## src/rtl/dm_arb_pkg.sv

```systemverilog
// Shared constants and types for the data-memory arbiter (CPU vs host port).
package dm_arb_pkg;

  localparam int unsigned ADDR_W               = 32'd4;
  localparam int unsigned DATA_W               = 32'd4;
  localparam int unsigned DEFAULT_STARVE_LIMIT = 32'd8;

  // IDLE: host not waiting, WAIT: host refused for a while, FORCE: stall cycle.
  typedef enum logic [1:0] {
    ARB_IDLE  = 2'd0,
    ARB_WAIT  = 2'd1,
    ARB_FORCE = 2'd2
  } arb_state_e;

  // Width of a counter that can hold 0..limit, never narrower than one bit.
  function automatic int unsigned wait_cnt_width(input int unsigned limit);
    int unsigned w;
    w = $clog2(limit + 32'd1);
    return (w == 32'd0) ? 32'd1 : w;
  endfunction

endpackage

```

## src/rtl/dm_arbiter.sv

```systemverilog
// Arbiter for the single-port data memory: CPU has priority, the host gets idle
// cycles, and a starvation counter forces one CPU stall cycle so the host
// always makes progress. The memory itself is clocked on ~clk.
module dm_arbiter
  import dm_arb_pkg::*;
#(
  parameter int unsigned STARVE_LIMIT = DEFAULT_STARVE_LIMIT,
  parameter int unsigned CW           = wait_cnt_width(STARVE_LIMIT)
) (
  input  logic              clk,
  input  logic              reset,
  input  logic              cpu_en,
  input  logic              cpu_we,
  input  logic [ADDR_W-1:0] cpu_addr,
  input  logic [DATA_W-1:0] cpu_wdata,
  output logic [DATA_W-1:0] cpu_rdata,
  output logic              cpu_stall,
  input  logic              host_req,
  input  logic              host_we,
  input  logic [ADDR_W-1:0] host_addr,
  input  logic [DATA_W-1:0] host_wdata,
  output logic              host_gnt,
  output logic              host_rvalid,
  output logic [DATA_W-1:0] host_rdata,
  output logic [ADDR_W-1:0] mem_addr,
  output logic [DATA_W-1:0] mem_data,
  output logic              mem_wren,
  input  logic [DATA_W-1:0] mem_q,
  output logic [CW-1:0]     wait_cnt
);

  localparam logic [CW-1:0] LIMIT_C  = CW'(STARVE_LIMIT);
  localparam logic [CW-1:0] ONE_C    = CW'(32'd1);
  localparam bit            FORCE_EN = (STARVE_LIMIT != 32'd0);

  arb_state_e        state_q, state_d;
  logic [CW-1:0]     wait_cnt_q, wait_cnt_d;
  logic [CW-1:0]     cnt_inc_s;
  logic              host_rvalid_q, host_rvalid_d;
  logic [DATA_W-1:0] host_rdata_q, host_rdata_d;
  logic              force_s;
  logic              force_set_s;
  logic              host_gnt_s;

  // State register plus wait counter and registered host read return.
  always_ff @(posedge clk or negedge reset) begin
    if (!reset) begin
      state_q       <= ARB_IDLE;
      wait_cnt_q    <= '0;
      host_rvalid_q <= 1'b0;
      host_rdata_q  <= '0;
    end else begin
      state_q       <= state_d;
      wait_cnt_q    <= wait_cnt_d;
      host_rvalid_q <= host_rvalid_d;
      host_rdata_q  <= host_rdata_d;
    end
  end

  // Next state: count refused host cycles and schedule the forced stall.
  always_comb begin
    state_d       = ARB_IDLE;
    wait_cnt_d    = wait_cnt_q;
    host_rvalid_d = 1'b0;
    host_rdata_d  = host_rdata_q;
    cnt_inc_s     = wait_cnt_q + ONE_C;

    if (host_gnt_s || !host_req) begin
      wait_cnt_d = '0;
    end else if (wait_cnt_q == LIMIT_C) begin
      wait_cnt_d = wait_cnt_q;
    end else begin
      wait_cnt_d = cnt_inc_s;
    end

    // The stall lands in the cycle after the LIMIT-th consecutive refusal;
    // the grant it produces clears the counter, so FORCE lasts one cycle.
    force_set_s = FORCE_EN && host_req && !host_gnt_s && (cnt_inc_s == LIMIT_C);

    if (force_set_s) begin
      state_d = ARB_FORCE;
    end else if (wait_cnt_d != '0) begin
      state_d = ARB_WAIT;
    end else begin
      state_d = ARB_IDLE;
    end

    // Host read data is captured at the edge ending its grant cycle.
    if (host_gnt_s && !host_we) begin
      host_rvalid_d = 1'b1;
      host_rdata_d  = mem_q;
    end else begin
      host_rvalid_d = 1'b0;
      host_rdata_d  = host_rdata_q;
    end
  end

  // Outputs: grant decision and memory port steering.
  always_comb begin
    force_s = 1'b0;
    case (state_q)
      ARB_FORCE:          force_s = 1'b1;
      ARB_IDLE, ARB_WAIT: force_s = 1'b0;
      default:            force_s = 1'b0;
    endcase

    host_gnt_s = host_req & (~cpu_en | force_s);

    if (host_gnt_s) begin
      mem_addr = host_addr;
      mem_data = host_wdata;
      mem_wren = host_we;
    end else begin
      // A stalled CPU must never write, even when the host left the slot empty.
      mem_addr = cpu_addr;
      mem_data = cpu_wdata;
      mem_wren = cpu_en & cpu_we & ~force_s;
    end
  end

  assign cpu_rdata   = mem_q;
  assign cpu_stall   = force_s;
  assign host_gnt    = host_gnt_s;
  assign host_rvalid = host_rvalid_q;
  assign host_rdata  = host_rdata_q;
  assign wait_cnt    = wait_cnt_q;

endmodule

```

## config.mk

```make
export PLATFORM = sky130hd
export DESIGN_NAME = dm_arbiter
export DESIGN_NICKNAME = d
export VERILOG_FILES = /design/src/rtl/dm_arb_pkg.sv /design/src/rtl/dm_arbiter.sv
export SDC_FILE = /design/constraint.sdc
export NUM_CORES = 1
export LEC_CHECK = 0
export ABC_AREA = 1
export ABC_CLOCK_PERIOD_IN_PS = 1300
export CAP_MARGIN = 10
export CORE_UTILIZATION = 31
export DETAILED_ROUTE_END_ITERATION = 7
export PLACE_DENSITY = 0.75
export SLEW_MARGIN = 30
export SYNTH_ARGS = -nofsm -noshare
export SYNTH_HDL_FRONTEND = slang
export SYNTH_SLANG_ARGS = --single-unit
```

## constraint.sdc

```tcl
create_clock -name clk -period 1.3 [get_ports clk]
set_clock_uncertainty 0.05 [all_clocks]
set_input_delay 0.26 -clock clk [delete_from_list [all_inputs] [get_ports clk]]
set_output_delay 0.26 -clock clk [all_outputs]
set_load 0.03 [all_outputs]
```

After elaboration in Yosys (flattened, before gate mapping):

Cells that the tools add are included.

* output and inout port bits: 24
* register bits: 11
* logic and storage cells: 31

* equal/unequal tests: 3
* reduce and logical (&&, ||, !) cells: 8
* bitwise logic cells: 6
* add/subtract/negate cells: 1
* muxes and demuxes: 9

Operators by type and width (count)
* $mux 4: 4
* $eq 4x4->1 const B: 2
* $add 4x1->4 const B: 1
* $mux 1: 4
* $reduce_bool 4->1: 1
* $and 1x1->1: 3
* $logic_and 1x1->1: 3
* $logic_not 1->1: 3
* $eq 2x2->1 const B: 1
* $mux 2: 1
* $not 1->1: 2
* $logic_or 1x1->1: 1
* $or 1x1->1: 1

Depth between registers and ports, before layout:

* depth after elaboration: 9
* depth in mapped cells: 9
* gate-level depth less buffers: 9

Worst setup path after synthesis:

OpenSTA, ideal clock, no wires.

* path type: register -> output
* start point: register state_q[0]
* end point: output mem_wren
* data required time: 990 ps
* data arrival time: 1344 ps
* cell stages (with the launch flop): 6
* path slack: -354 ps
* buffers on the path: 0
* path through: dfrtp_1 -> inv_1 -> nand2_2 -> nand2_4 -> nand2_4 -> o21ai_0

* longest elaborated chain between the ends: 5
* elaborated cells on any way between the ends: 7
* those cells by class: eq/ne (1); mux (2); bitwise (4)

RTL lines
* from (decl): line dm_arbiter.sv:36 `arb_state_e state_q, state_d;`
* from (signal assigned): line dm_arbiter.sv:53 `state_q <= state_d;`
* $eq 2x2->1 (*): line dm_arbiter.sv:101 `case (state_q)`
* $mux 1 (*): line dm_arbiter.sv:101
* $or 1x1->1 or $not 1->1 (tied branches): line dm_arbiter.sv:107, dm_arbiter.sv:117
* $and 1x1->1 (on tied branches): line dm_arbiter.sv:107, dm_arbiter.sv:117
* $mux 1 (*): line dm_arbiter.sv:109 `if (host_gnt_s) begin`
* to (decl): line dm_arbiter.sv:27 `output logic mem_wren,`

Every way passes the cells marked *; elsewhere a longest branch is shown, timed or not.

Worst setup path after layout:

Same ends and word-level chain as after synthesis.

==> flow_metrics.tcl <==
set metrics [dict create \
    outcome "complete, but fails checks" \
    violations "setup timing" \
    dieArea_sq_mm 0.002492 \
    synth_area_sq_um 711.9 \
    drt_iter0_drc 8 \
    drive_gt1_share_pct 44.10 \
    wl_mm 2.231 \
    critPathTopFamily "buffers and inverters" \
    cts_tree "done" \
    slew_viol_final 0 \
    internal-power_w 0.0007013 \
    cp.required_ns 0.99 \
    path_common_cell "buf_4" \
    rr_endpoint "state_q[0]$_DFF_PN0_" \
    cts.root.buffer_cell "clkbuf_4" \
    synth-warning-count 0 \
    cap_viol_max_count 0 \
    path_max_fanout 2 \
    power_w 0.001073 \
    globalRouteOverflowTotal 0 \
    h-tree-depth 1 \
    worst_slack_ns -0.3117 \
    synth-main-ff-cell "dfrtp_1" \
    drc_errors 0 \
    ys_top_cells_by_area "dfrtp_1, nand2_1, inv_1" \
    ys_types 17 \
    drt-vias-per-instance 4.452 \
    setup-violations-final 17 \
    yosysSeqAreaShare_pct 38.66 \
    power_frac_comb_pct 43.3 \
    vdd_ir_drop_max_uv 648.6 \
    fp.dieH_um 49.92 \
    fp.dieW_um 49.92 \
    r2r_start "state_q[1]$_DFF_PN0_" \
    port_buffers 49 \
    wl_met2_mm 1.138 \
    hold_class "in2async" \
    finalCriticalPeriod_ns 1.612 \
    worst_pin_slew_ns 0.4875 \
    clk_pin_slew_worst_paths_ns 0.07 \
    syn_area_per_cell_sq_um 7.265 \
    track_usage_pct 18.31 \
    switching_share_pct 34.62 \
    cts.sinks 11 \
    detail-route-antenna-nets 0 \
    ys_top_cells_by_count "nand2_1, inv_1, dfrtp_1" \
    yosysTopAreaCellShare_pct 38.66 \
    pre_cts_ws_ns -0.3726 \
    p_sw_w 0.0003714 \
    routabilityCongestion 0.7949 \
    rows 16 \
    grt_pass1_wl_mm 3.470 \
    ys_seq_elements 11 \
    rsz0062_at_grt "true" \
    nNetsFinal 191 \
    ctsHoldBuffers 0 \
    syn_nets 127 \
    crit_arrival_ns 1.30 \
    final-hold-violation-count 0 \
    endpoint_kind "output pin" \
    core_area_sq_mm 0.002062 \
    path_buf_inv 4 \
    antenna_found_initial 0 \
    routed.top_layer "met3" \
    power_density_mw_per_mm2 749.4 \
    slowest_delay_ns 0.36 \
    synth_top_cell_by_area "dfrtp_1" \
    synth_edf_count 0 \
    crit_path_cell_trace "inv_1, nand2_2, buf_4, buf_4, nand3_1, o21ai_2, buf_6" \
    cts_buffers 3 \
    start_util_pct 34.53 \
    grt_max_degree 12 \
    area_growth_pct 101.1 \
    period_share_pct 124.0 \
    seq_power_share_pct 35.8 \
    drt-met1-wl_um 927 \
    fmax_mhz 620.5 \
    grt_pass1_vias 782 \
    wl_met3_um 165 \
    drt-pass1-iter-count 4 \
    cp_num_cells 7 \
    wl_per_cell_um 11.87 \
    r2r_slack_ns -0.18 \
    clockBufferDepth 2 \
    worstSetupStartpoint "state_q[0]$_DFF_PN0_" \
    place_hpwl_mm 1.476 \
    path_class "reg2out" \
    clk_latency_ns 0.26 \
    io_pins 50 \
    async_flop_share_pct 100.0 \
    cp-start-kind "flop" \
    syn-instance-count 98 \
    synth.most_common_cell "nand2_1" \
    crit_slowest_cell "dfrtp_1" \
    power_frac_clock_pct 20.8 \
    slew_headroom_pct 67.40 \
    vias 837 \
    reg2reg_depth 9 \
    n_antenna_cell 0 \
    leakage_nw 0.7748 \
]
[state kept, by name, indices dropped and copies added (netlist names)]
| register | cells |
|---|---|
| host_rdata | 4 |
| wait_cnt | 4 |
| state_q | 2 |
| host_rvalid | 1 |
[layout make-up]
class                           count  area [sq um]
Clock buffer                        4         26.28
Sequential cell                    11         277.8
Fill cell                         157         630.6
Inverter                           15         73.82
Timing Repair inverter              1         11.26
Timing Repair Buffer               61         581.8
Tap cell                           27         33.78
Multi-Input combinational cell     69         426.7
[timing repair]
action | 4_1_cts | 5_1_grt
setup buffers | 3 | 5
resized for setup | 20 | 16
endpoints found under the setup margin | 17 | 19
pin swaps | 3 | 8
gates cloned | 2 | 0
[per-layer routing]
metal / vias to the layer above / global-route usage, %
li1: 417 / -
met1: 377 / 20.53
met2: 43 / 34.46
met3: 0 / 4.012
met4: 0 / 4.286
met5: - / 0
[power by group through the flow]
stage	clock network, W	logic [W]	registers (W)
3_3_place_gp	0	0.000397	0.000389
5_1_grt	0.000256	0.000493	0.000389
6_report	0.000223	0.000465	0.000384
3_5_place_dp	0	0.000402	0.000390
2_1_floorplan	0	0.000161	0.000439
4_1_cts	0.000230	0.000437	0.000385
[placed cells by master (no fill, tap or decap), types with 4 or more instances in the layout]
cell type        count
buf_4               19
buf_6               17
clkdlybuf4s50_1     23
dfrtp_1              9
inv_1               10
nand2_1             34
nand2_2             11
nand2_4              6
nor2_1               4
[stage by stage]
stage / hold WS, ns / std cells / utilization, % / TNS, ns / area, sq um
after floorplan: -0.08559 / 98 / - / -0.03790 / 738.2
after global placement: 0.4180 / 176 / 59.04 / -5.071 / 1217
after detailed placement: 0.4242 / 176 / 59.04 / -5.656 / 1217
after CTS: 0.2982 / 184 / 64.99 / -2.867 / 1340
after global routing: 0.3066 / 188 / 69.42 / -4.922 / 1431
final: 0.2790 / 188 / 69.42 / -3.449 / 1431
[cell families after synthesis]
family / synth area share, %
AO/OA/AOI/OAI: 2.636
adder cells (fa/ha/maj): 5.273
buffers and inverters: 13.88
flip-flops: 38.66
AND/OR/NAND/NOR: 39.54
[worst max path at each step]
stage,end,slack [ns]
finish,mem_wren,-0.31
detailed placement,mem_addr[2],-0.37
floorplan,state_q[0]$_DFF_PN0_,-0.04
global placement,mem_addr[1],-0.32
CTS,mem_data[2],-0.29
global route,mem_data[2],-0.39
No activity file was read; power rests on OpenSTA's default activity.
